**src/rtl/seven_segment_pkg.sv**
```systemverilog
// seven_segment_pkg: segment glyph constants and nibble decode shared by display blocks
// Segment bit order is bit6..bit0 = a,b,c,d,e,f,g, active-high.
package seven_segment_pkg;
    localparam logic [6:0] SEG_0     = 7'h7E;
    localparam logic [6:0] SEG_1     = 7'h30;
    localparam logic [6:0] SEG_2     = 7'h6D;
    localparam logic [6:0] SEG_3     = 7'h79;
    localparam logic [6:0] SEG_4     = 7'h33;
    localparam logic [6:0] SEG_5     = 7'h5B;
    localparam logic [6:0] SEG_6     = 7'h5F;
    localparam logic [6:0] SEG_7     = 7'h70;
    localparam logic [6:0] SEG_8     = 7'h7F;
    localparam logic [6:0] SEG_9     = 7'h7B;
    localparam logic [6:0] SEG_A     = 7'h77;
    localparam logic [6:0] SEG_B     = 7'h1F;
    localparam logic [6:0] SEG_C     = 7'h4E;
    localparam logic [6:0] SEG_D     = 7'h3D;
    localparam logic [6:0] SEG_E     = 7'h4F;
    localparam logic [6:0] SEG_F     = 7'h47;
    localparam logic [6:0] SEG_BLANK = 7'h00;

    localparam logic [15:0][6:0] GLYPHS = {SEG_F, SEG_E, SEG_D, SEG_C, SEG_B, SEG_A, SEG_9, SEG_8,
                                           SEG_7, SEG_6, SEG_5, SEG_4, SEG_3, SEG_2, SEG_1, SEG_0};

    function automatic logic [6:0] decode_nibble(input logic [3:0] nibble, input logic hex_en);
        return (nibble > 4'd9 && !hex_en) ? SEG_BLANK : GLYPHS[nibble];
    endfunction
endpackage

```
**src/rtl/seven_segment_hex_decoder.sv**
```systemverilog
// seven_segment_hex_decoder: combinational nibble to a..g segment decode
// Ports: nibble_i - 4-bit value; seg_o - segments a..g (bit6..bit0), active-high.
// HEX_EN=0 leaves 10..15 dark instead of showing A..F.
module seven_segment_hex_decoder
    import seven_segment_pkg::*;
#(
    parameter bit HEX_EN = 1'b1
) (
    input  logic [3:0] nibble_i,
    output logic [6:0] seg_o
);
    assign seg_o = decode_nibble(nibble_i, HEX_EN);
endmodule

```
**src/rtl/seven_segment_scan_driver.sv**
```systemverilog
// seven_segment_scan_driver: time-multiplexed N-digit seven-segment display driver
// Ports: clock/reset (async active-low); io_value packed nibbles (digit 0 rightmost);
// io_load captures io_value/io_dpIn/io_blankIn/io_lzb into shadows; io_enable runs the scan;
// io_segOut/io_dpOut/io_anOut/io_digitIdx are registered pin outputs.
module seven_segment_scan_driver
    import seven_segment_pkg::*;
#(
    parameter int NUM_DIGITS     = 4,
    parameter int REFRESH_DIV    = 50000,
    parameter int BLANK_CYCLES   = 2,
    parameter int HEX_EN         = 1,
    parameter int SEG_ACTIVE_LOW = 0,
    parameter int AN_ACTIVE_LOW  = 0,
    localparam int DIGW          = NUM_DIGITS > 1 ? $clog2(NUM_DIGITS) : 1
) (
    input  logic                    clock,
    input  logic                    reset,
    input  logic [4*NUM_DIGITS-1:0] io_value,
    input  logic                    io_load,
    input  logic [NUM_DIGITS-1:0]   io_dpIn,
    input  logic [NUM_DIGITS-1:0]   io_blankIn,
    input  logic                    io_lzb,
    input  logic                    io_enable,
    output logic [6:0]              io_segOut,
    output logic                    io_dpOut,
    output logic [NUM_DIGITS-1:0]   io_anOut,
    output logic [DIGW-1:0]         io_digitIdx
);
    localparam int   CNTW    = REFRESH_DIV > 1 ? $clog2(REFRESH_DIV) : 1;
    localparam logic SEG_INV = SEG_ACTIVE_LOW != 0;
    localparam logic AN_INV  = AN_ACTIVE_LOW != 0;

    logic [4*NUM_DIGITS-1:0] value_q;
    logic [NUM_DIGITS-1:0]   dp_q, blank_q, an_q, an_d, lz;
    logic                    lzb_q, dp_out_q, dp_out_d, wrap, dark;
    logic [CNTW-1:0]         cnt_q, cnt_d;
    logic [DIGW-1:0]         idx_q, idx_d, idx_out_q;
    logic [6:0]              seg_q, seg_d, glyph;
    logic [3:0]              nibble;

    assign nibble = value_q[4*idx_q +: 4];

    seven_segment_hex_decoder #(.HEX_EN(HEX_EN != 0)) u_dec (
        .nibble_i(nibble),
        .seg_o   (glyph)
    );

    // lz[k]: digits NUM_DIGITS-1 down to k are all zero
    always_comb begin
        lz = '0;
        lz[NUM_DIGITS-1] = value_q[4*NUM_DIGITS-1 -: 4] == 4'd0;
        for (int k = NUM_DIGITS - 2; k >= 0; k--) lz[k] = lz[k+1] && value_q[4*k +: 4] == 4'd0;
    end

    always_comb begin
        wrap     = cnt_q == CNTW'(REFRESH_DIV - 1);
        dark     = blank_q[idx_q] || (lzb_q && lz[idx_q] && idx_q != '0);
        cnt_d    = io_enable ? (wrap ? '0 : cnt_q + 1'b1) : cnt_q;
        idx_d    = (io_enable && wrap) ? (idx_q == DIGW'(NUM_DIGITS - 1) ? '0 : idx_q + 1'b1) : idx_q;
        seg_d    = ((io_enable && !dark) ? glyph : SEG_BLANK) ^ {7{SEG_INV}};
        dp_out_d = (io_enable && !dark && dp_q[idx_q]) ^ SEG_INV;
        // anodes stay off for the first BLANK_CYCLES of each slot to avoid ghosting
        an_d     = ((io_enable && int'(cnt_q) >= BLANK_CYCLES) ? NUM_DIGITS'(1) << idx_q : '0)
                   ^ {NUM_DIGITS{AN_INV}};
    end

    always_ff @(posedge clock or negedge reset) begin
        if (!reset) begin
            value_q   <= '0;
            dp_q      <= '0;
            blank_q   <= '0;
            lzb_q     <= 1'b0;
            cnt_q     <= '0;
            idx_q     <= '0;
            idx_out_q <= '0;
            seg_q     <= {7{SEG_INV}};
            dp_out_q  <= SEG_INV;
            an_q      <= {NUM_DIGITS{AN_INV}};
        end else begin
            if (io_load) begin
                value_q <= io_value;
                dp_q    <= io_dpIn;
                blank_q <= io_blankIn;
                lzb_q   <= io_lzb;
            end
            cnt_q     <= cnt_d;
            idx_q     <= idx_d;
            idx_out_q <= idx_q;
            seg_q     <= seg_d;
            dp_out_q  <= dp_out_d;
            an_q      <= an_d;
        end
    end

    assign io_segOut   = seg_q;
    assign io_dpOut    = dp_out_q;
    assign io_anOut    = an_q;
    assign io_digitIdx = idx_out_q;
endmodule

```
**config.mk**
```make
export PLATFORM = sky130hd
export DESIGN_NAME = seven_segment_scan_driver
export DESIGN_NICKNAME = d
export VERILOG_FILES = /design/src/rtl/seven_segment_pkg.sv /design/src/rtl/seven_segment_hex_decoder.sv /design/src/rtl/seven_segment_scan_driver.sv
export SDC_FILE = /design/constraint.sdc
export NUM_CORES = 1
export LEC_CHECK = 0
export BUFFER_PORTS_ARGS = -buffer_cell sky130_fd_sc_hd__buf_2
export CAP_MARGIN = 5
export CORE_MARGIN = 8
export CORE_UTILIZATION = 50
export DETAILED_ROUTE_END_ITERATION = 10
export PLACE_DENSITY = 0.81
export SYNTH_ARGS = -nofsm -noshare
export SYNTH_HDL_FRONTEND = slang
export SYNTH_SLANG_ARGS = --single-unit
```
**constraint.sdc**
```tcl
create_clock -name clock -period 3.2 [get_ports clock]
set_clock_uncertainty 0.1 [all_clocks]
set_input_delay 0.32 -clock clock [delete_from_list [all_inputs] [get_ports clock]]
set_output_delay 0.32 -clock clock [all_outputs]
set_load 0.05 [all_outputs]
```
=== Yosys cells after proc, flatten, opt, wreduce, memory -nomap -nowiden ===
Memories as Yosys holds them, arrays and structs flattened.
Cells that the tools add are included.

* Memories: 1
* Input port bits: 29
* Bits in read-only memories: 112
* Register bits: 57
* Output and inout port bits: 14
* Latch bits: 0
* RAM bits: 0

* $mul: 0
* Eq/ne operators: 2
* Bitwise logic cells: 0
* Divide/modulo/power cells: 0
* $lt $le $gt $ge: 3
* Muxes and demuxes: 11
* Add/subtract/negate cells: 2
* Reduce and logical (&&, ||, !) cells: 16
* Shift operators: 2

{| class="wikitable"
|+ Memories
! name !! depth !! bits a word !! read ports !! clocked after Yosys merged registers in !! wr ports !! RTL line !! source
|-
| (name not given) || 16 || 7 || 1 || 0 || 0 || seven_segment_pkg.sv:26 || <nowiki>return (nibble > 4'd9 && !hex_en) ? SEG_BLANK : GLYPHS[nibble];</nowiki>
|}

{| class="wikitable"
|+ Operator list
! operator !! count
|-
| adder 16 x 1 -> 16 bit (second input constant) || 1
|-
| == test 16 bit (second input constant) || 1
|-
| >= comparator 16 x 2 -> 1 bit (second input constant) || 1
|-
| zero test 4 bit || 4
|-
| two-way mux 16 bit || 1
|-
| variable part select 16 x 5 -> 4 bit || 1
|-
| two-way mux 7 bit || 2
|-
| logical AND 1 bit || 9
|-
| binary-select mux 1 bit (select 2 bit) || 3
|-
| < comparator 4 x 5 -> 1 bit (second input constant) || 1
|-
| two-way mux 4 bit || 1
|-
| left shift 1 x 2 -> 4 bit (first input constant) || 1
|-
| < comparator 2 x 3 -> 1 bit (second input constant) || 1
|-
| two-way mux 1 bit || 3
|-
| adder 2 x 1 -> 2 bit (second input constant) || 1
|-
| == test 2 bit (second input constant) || 1
|-
| two-way mux 2 bit || 1
|-
| nonzero test 2 bit || 1
|-
| zero test 1 bit || 1
|-
| logical OR 1 bit || 1
|}

=== Longest topological paths before layout ===
Gate-level depths: netlist of the first run.

* Depth in word-level cells: 12
* Gate-level depth with buffers: 7
* Gate-level depth less buffers: 6

=== Hierarchy ===
Synthesis of the first run repeated with hierarchy kept, for this count alone.

* Cells, all modules: 236
* Area, all modules: 2,954.1 um2

{| class="wikitable"
|+ By module, submodules not included
! module !! area each (um2) !! cells each !! instances !! seq. area each (um2)
|-
| seven_segment_scan_driver || 2,667.6 || 203 || 1 || 1,426.4
|-
| seven_segment_hex_decoder || 286.5 || 33 || 1 || 0.0
|}

=== Worst setup path after synthesis of the first run ===
No wires, ideal clock.

* Kind: register to register
* Start point: register idx_q[0]
* End point: register seg_q[5], in the netlist io_segOut[5]
* Path buffers: 1
* Required time: 2.993 ns
* Period minus slack after synthesis: 2.250 ns
* Library setup time: 0.107 ns
* Slack: 0.950 ns
* Arrival time: 2.044 ns
* Stages on the path, launching flop included: 7
* Path through: dfrtp_1 buf_6 mux4_1 inv_1 ha_1 o21a_4 a2111oi_4

* Word-level cells in the longest chain between the ends: 8

{| class="wikitable"
|+ Ends and longest elaborated chain
! item !! RTL line !! source
|-
| start: declaration || seven_segment_scan_driver.sv:37 || <nowiki>logic [DIGW-1:0] idx_q, idx_d, idx_out_q;</nowiki>
|-
| start signal: assignment || seven_segment_scan_driver.sv:87 || <nowiki>idx_q <= idx_d;</nowiki>
|-
| branches (longest 7 deep; another with memory (16 x 7 bit)) || n/a ||
|-
| two-way mux 7 bit (*) || seven_segment_scan_driver.sv:60 || <nowiki>seg_d = ((io_enable && !dark) ? glyph : SEG_BLANK) ^ {7{SEG_INV}};</nowiki>
|-
| named net seg_d[5] || seven_segment_scan_driver.sv:38 || <nowiki>logic [6:0] seg_q, seg_d, glyph;</nowiki>
|-
| end signal: assignment || seven_segment_scan_driver.sv:76 || <nowiki>seg_q <= {7{SEG_INV}};</nowiki>
|-
| end signal: assignment || seven_segment_scan_driver.sv:89 || <nowiki>seg_q <= seg_d;</nowiki>
|-
| end: declaration || seven_segment_scan_driver.sv:38 ||
|}

Mark *: on every way through the listed nets, which the timed path passes. The select of a mux whose other input is x is not followed.
A chain may end at the register's enable or synchronous reset.

=== Worst setup path after layout of the first run ===
Ends and elaborated chain as after synthesis.

==> qor.yml, run 1 <==
grt_first_pass_wirelength_mm: 9.487
synthMuxAreaShare_pct: 18.23
max_freq_mhz: 437.5
cts.clk_slew.worst_paths_ns: 0.07
fin_setup_tns_ns: 0
synth_xor_area_share_pct: 3.979
final_cells: 354
maxCapViolations: 0
synth.most_common_cell: "dfrtp_1"
cp_slowest_cell: "mux4_1"
htreeDepth: 3
async_reset_ff_share_pct: 100.0
fin_nets: 317
start_util_pct: 51.97
synth_area_per_cell_um2: 12.33
yosysWarnings: 0
grtUsageTotal_pct: 14.14
grt_max_degree: 48
cts_buffers: 9
cts_tree: "yes"
slew_headroom_pct: 33.26
regArea_mm2: 0.001426
multi_input_area_mm2: 0.001328
power_density_mw_per_mm2: 594.4
layout-drive-gt1-share_pct: 34.04
synth_edf_count: 0
vias_per_cell: 5.579
cpLargestDelayFamily: "multiplexers"
synth_area_leader_cell: "dfrtp_1"
rows: 27
worst_ep_required_time_ns: 3.34
p_leak_nw: 1.547
fin_crit_ns: 2.286
antenna_found_initial: 0
fill_cells: 416
ys_seq_area_share_pct: 49.85
tightest_slew_ns: 1.001
rsz0062_at_grt: "false"
port-buffer-count: 42
final-max-slew-violation-count: 0
yosys.area_share.simple_pct: 13.77
clkLatencyLatePin_ns: 0.34
critical_path.startpoint_type: "flip-flop"
design.die.area_mm2: 0.008400
netlist_instances: 232
vdd_drop_max_v: 0.0003196
ys.flop_type: "dfrtp_1"
syn_nets: 272
post_cts_buffers: 0
grt_remaining_overflow: 0
synth_area_leaders: "dfrtp_1 (50%), mux2_2 (9.8%), ha_1 (4.8%), mux4_1 (3.7%), xnor2_1 (2.4%)"
cp_max_fo: 5
drt-total-wl_mm: 5.711
gp_congestion: 0.8467
cp_num_buf_inv: 1
detail-route-antenna-nets: 0
drc: 0
syn_area_mm2: 0.002861
critPathKind: "reg2reg"
syn_to_final_growth_pct: 16.75
num_vias: 1975
hold_viol: 0
synth_commonest_cells: "dfrtp_1 (57), mux2_2 (25), nor2_1 (17)"
end_kind: "flip-flop"
synth_top_family_by_area: "multiplexers"
crit-reg2reg-launch: "idx_q[0]"
synth_top_area_share_pct: 49.85
io-pin-count: 43
arrival_ns: 2.43
ys_seq_elements: 57
first_global_vias: 1941
yosys.area_share.adder_pct: 4.810
drtIter0Drc: 114
first_pass_iters: 6
cts-resized-gates: 0
crit_chain: "mux4_1, inv_1, ha_1, o21a_4, a2111oi_4"
wl_per_cell_um: 16.13
ys_types: 41
synth-compound-area-share_pct: 5.597
die_x_um: 91.65
critical-path-max-stage-delay_ns: 0.68
crit_path_start: "idx_q[0]"
fp.dieH_um: 91.65
cts_root_buffer: "clkbuf_8"
final-setup-viol-count: 0
antenna-diode-count: 0
worst_hold_path_type: "in2async"
outcome: "finished clean"
period_share_pct: 71.43
post-dp-hpwl_mm: 4.005
dp.cells: 338
hold_buffers: 0
cts_sinks: 57
cts_buffer_depth: 2
core_mm2: 0.005507
where the power goes:
part           total (W)  leakage, nW  internal, W  switching, W
clock           0.000764        0.110     0.000446      0.000318
combinational   0.000321        0.739     0.000148      0.000173
sequential      0.000900        0.697     0.000803     0.0000975
cell usage in the layout, fill, tap and decap left out, types with 4 or more instances in the layout:
cell type	Yosys	final
dfrtp_1	57	57
buf_2	2	42
mux2_2	25	25
nor2_1	17	17
nand3_1	13	13
inv_1	12	12
ha_1	11	11
nor4_1	9	9
clkbuf_8	0	9
xnor2_1	8	8
nor3_1	7	7
nand2_1	7	7
nand2b_1	5	5
xor2_1	5	5
o21ai_0	4	4
mux4_1	4	4
and3_1	4	4
nand4_1	4	4
metrics by stage:
stage	power (W)	instance area, um^2	setup WS [ns]	utilization (%)	hold slack [ns]
after floorplan	0.001139	2861	0.9497	-	-0.07559
after detailed placement	0.001232	3114	0.9670	56.56	0.3962
after global placement	0.001221	3114	1.056	56.56	0.3899
final	0.001986	3341	0.9143	60.67	0.05027
after global routing	0.002074	3341	0.8190	60.67	0.09436
after CTS	0.001995	3341	0.9268	60.67	0.08676
sequential cells by signal, indices dropped and copies added (netlist names), 2 cells and up:
register / flops
io_anOut: 4
io_segOut: 7
io_digitIdx: 2
dp_q: 4
cnt_q: 16
blank_q: 4
value_q: 16
idx_q: 2
per-layer routing:
| metal | vias up | wire length (um) | GRT usage, % |
|---|---|---|---|
| met2 | 79 | 2368 | 19.03 |
| met3 | 12 | 392 | 5.379 |
| li1 | 925 | - | - |
| met1 | 959 | 2849 | 19.59 |
| met5 | - | 0 | 0 |
| met4 | 0 | 101 | 6.276 |
logic make-up (layout without fill, tap and decap cells):
| logic type | Yosys count | count (layout) |
|---|---|---|
| xor+xnor | 13 | 13 |
| compound gates | 17 | 17 |
| fa+ha+maj | 11 | 11 |
| buf+inv | 22 | 72 |
| mux | 38 | 38 |
| simple gates | 74 | 74 |
| flops | 57 | 57 |
worst paths after layout:
kind	cells past startpoint	slack, ns	end
min reg2reg	1	0.41	blank_q[2]
max reg2reg	5	0.91	io_segOut[5]
min	1	0.05	idx_q[1]
max	5	0.91	io_segOut[5]
min in group clock	2	0.10	value_q[9]
max in group asynchronous	2	2.22	cnt_q[2]
final cells by class:
type | count | area share [%]
clock buffer | 9 | 3.708
clock inverter | 7 | 3.071
inverter | 12 | 1.348
multi-input combinational | 153 | 39.74
sequential | 57 | 42.70
tap | 72 | 2.697
timing repair buffer | 44 | 6.742
Power figures use the tool's default switching activity.
==> inputs of run 2 (changes only) <==
==> constraint.sdc (replaced) <==
create_clock -name clock -period 2.27 [get_ports clock]
set_clock_uncertainty 0.1 [all_clocks]
set_input_delay 0.227 -clock clock [delete_from_list [all_inputs] [get_ports clock]]
set_output_delay 0.227 -clock clock [all_outputs]
set_load 0.05 [all_outputs]
==> run 2 against run 1 <==
- fmax up 2.5%
- clock power up 70%
- wire length down 3.4%
- critical path type unchanged
- global-route usage about the same
- non-clock buffer count up 4
- critical path depth down 1
- critical endpoint is now io_segOut[0]
==> qor.yml, run 2 (synthesis results as in run 1) <==
outcome: "finished clean"
p_leak_nw: 1.598
final-setup-viol-count: 0
fin_setup_tns_ns: 0
cts_tree: "yes"
final_common_cell: "dfrtp_1"
antenna-diode-count: 0
detail-route-antenna-nets: 0
hold_viol: 0
grt_first_pass_wirelength_mm: 9.639
cts_buffers: 9
antenna_found_initial: 0
period_share_pct: 98.21
grt_remaining_overflow: 0
rsz0062_at_grt: "true"
crit_path_start: "idx_q[0]"
p_clk_share_pct: 43.0
cp_max_fo: 12
fill_cells: 431
postPlaceCellArea_mm2: 0.003149
htreeDepth: 3
fin_crit_ns: 2.229
arrival_ns: 2.34
post_cts_buffers: 0
p_total_w: 0.003018
layout-drive-gt1-share_pct: 34.97
fin_nets: 321
clkLatencyLatePin_ns: 0.33
final_cell_mix: "dfrtp_1 (57), buf_2 (42), mux2_2 (25)"
whs_ns: 0.02155
end_kind: "flip-flop"
maxCapViolations: 0
grt_max_degree: 58
worst_ep_required_time_ns: 2.38
utilization_pct: 62.33
worst_hold_path_type: "in2reg"
first_pass_iters: 4
critPathKind: "reg2reg"
slew_headroom_pct: 57.03
min_from: "io_value[4]"
io-pin-count: 43
core_mm2: 0.005507
vias_per_cell: 5.377
crit-reg2reg-launch: "idx_q[0]"
die_x_um: 91.65
num_vias: 1925
drtIter0Drc: 72
tightest_slew_ns: 0.6387
internal_power_w: 0.002244
max_freq_mhz: 448.6
post-dp-hpwl_mm: 3.961
critical_path.startpoint_type: "flip-flop"
cts.clk_slew.worst_paths_ns: 0.07
cts_root_buffer: "clkbuf_8"
cts_sinks: 57
final-max-slew-violation-count: 0
first_global_vias: 2014
port-buffer-count: 42
fp.dieH_um: 91.65
drc: 0
design.die.area_mm2: 0.008400
switching_power_w: 0.0007736
cts_buffer_depth: 2
wl_per_cell_um: 15.41
drt-total-wl_mm: 5.517
combPwrFrac_pct: 15.1
stdcell_area_mm2: 0.003432
p_seq_share_pct: 41.9
syn_to_final_growth_pct: 19.94
swShare_pct: 25.63
power_density_mw_per_mm2: 879.4
gp_congestion: 0.9083
grtUsageTotal_pct: 14.18
vdd_drop_max_v: 0.0004321
reg2reg_setup_slack_ns: 0.04
start_util_pct: 51.97
rows: 27
run 2: cell types whose count changed in the layout (fill, tap and decap cells not counted), sizes merged:
cell	previous run	this run
dlygate4sd3	0	1
buf	44	47
clkbuf	9	11
bufinv	2	4
inv	14	12
clkinv	2	1
clkinvlp	1	0
run 2: layout make-up:
class / count / area, um^2 / share of cell area (%)
repair buffers: 48 / 270.3 / 7.875
clock inverters: 5 / 125.1 / 3.646
clock buffers: 11 / 151.4 / 4.411
multi-input cells: 153 / 1324 / 38.57
well taps: 72 / 90.09 / 2.625
flip-flops and latches: 57 / 1426 / 41.56
inverters: 12 / 45.04 / 1.312
run 2: critical path, cell delays in order, from the launching register on:
cell and delay, ns:
dfrtp_1 0.40, buf_4 0.21, mux4_2 0.67, mux2_4 0.35, a2111oi_2 0.39
run 2: what timing repair did:
| item | 4_1_cts | 5_1_grt |
|---|---|---|
| hold endpoints to repair | 57 | 0 |
| gates resized for setup | 0 | 1 |
| endpoints found under the setup margin | 0 | 2 |
| hold buffers | 1 | 0 |
run 2: per-layer routing:
metal	track usage, %	wire length [um]
met4	7.094	95
met1	18.90	2728
met2	19.33	2310
met5	0	0
met3	5.786	383
run 2: through the flow:
stage / instances / setup slack, ns
6_report: 358 / 0.04061
5_1_grt: 358 / -0.06614
4_1_cts: 358 / 0.03826
3_5_place_dp: 341 / 0.03983
3_3_place_gp: 341 / 0.1158
2_1_floorplan: 232 / 0.01966
run 2: worst paths after layout:
path / depth (start not counted) / to
worst max-delay path: 4 / io_segOut[0]
worst max register to register: 4 / io_segOut[0]
min in group asynchronous: 3 / cnt_q[0]
worst min register to register: 1 / dp_q[1]
max in group asynchronous: 3 / io_anOut[0]
worst min-delay path: 2 / value_q[4]
run 2: power by group through the flow:
stage / Sequential [W] / Clock (W) / Combinational (W)
detailed placement: 0.00128 / 0 / 0.000455
global route: 0.00128 / 0.00137 / 0.000512
CTS: 0.00126 / 0.00132 / 0.000461
global placement: 0.00128 / 0 / 0.000445
finish: 0.00127 / 0.00130 / 0.000455
floorplan: 0.00128 / 0 / 0.000322
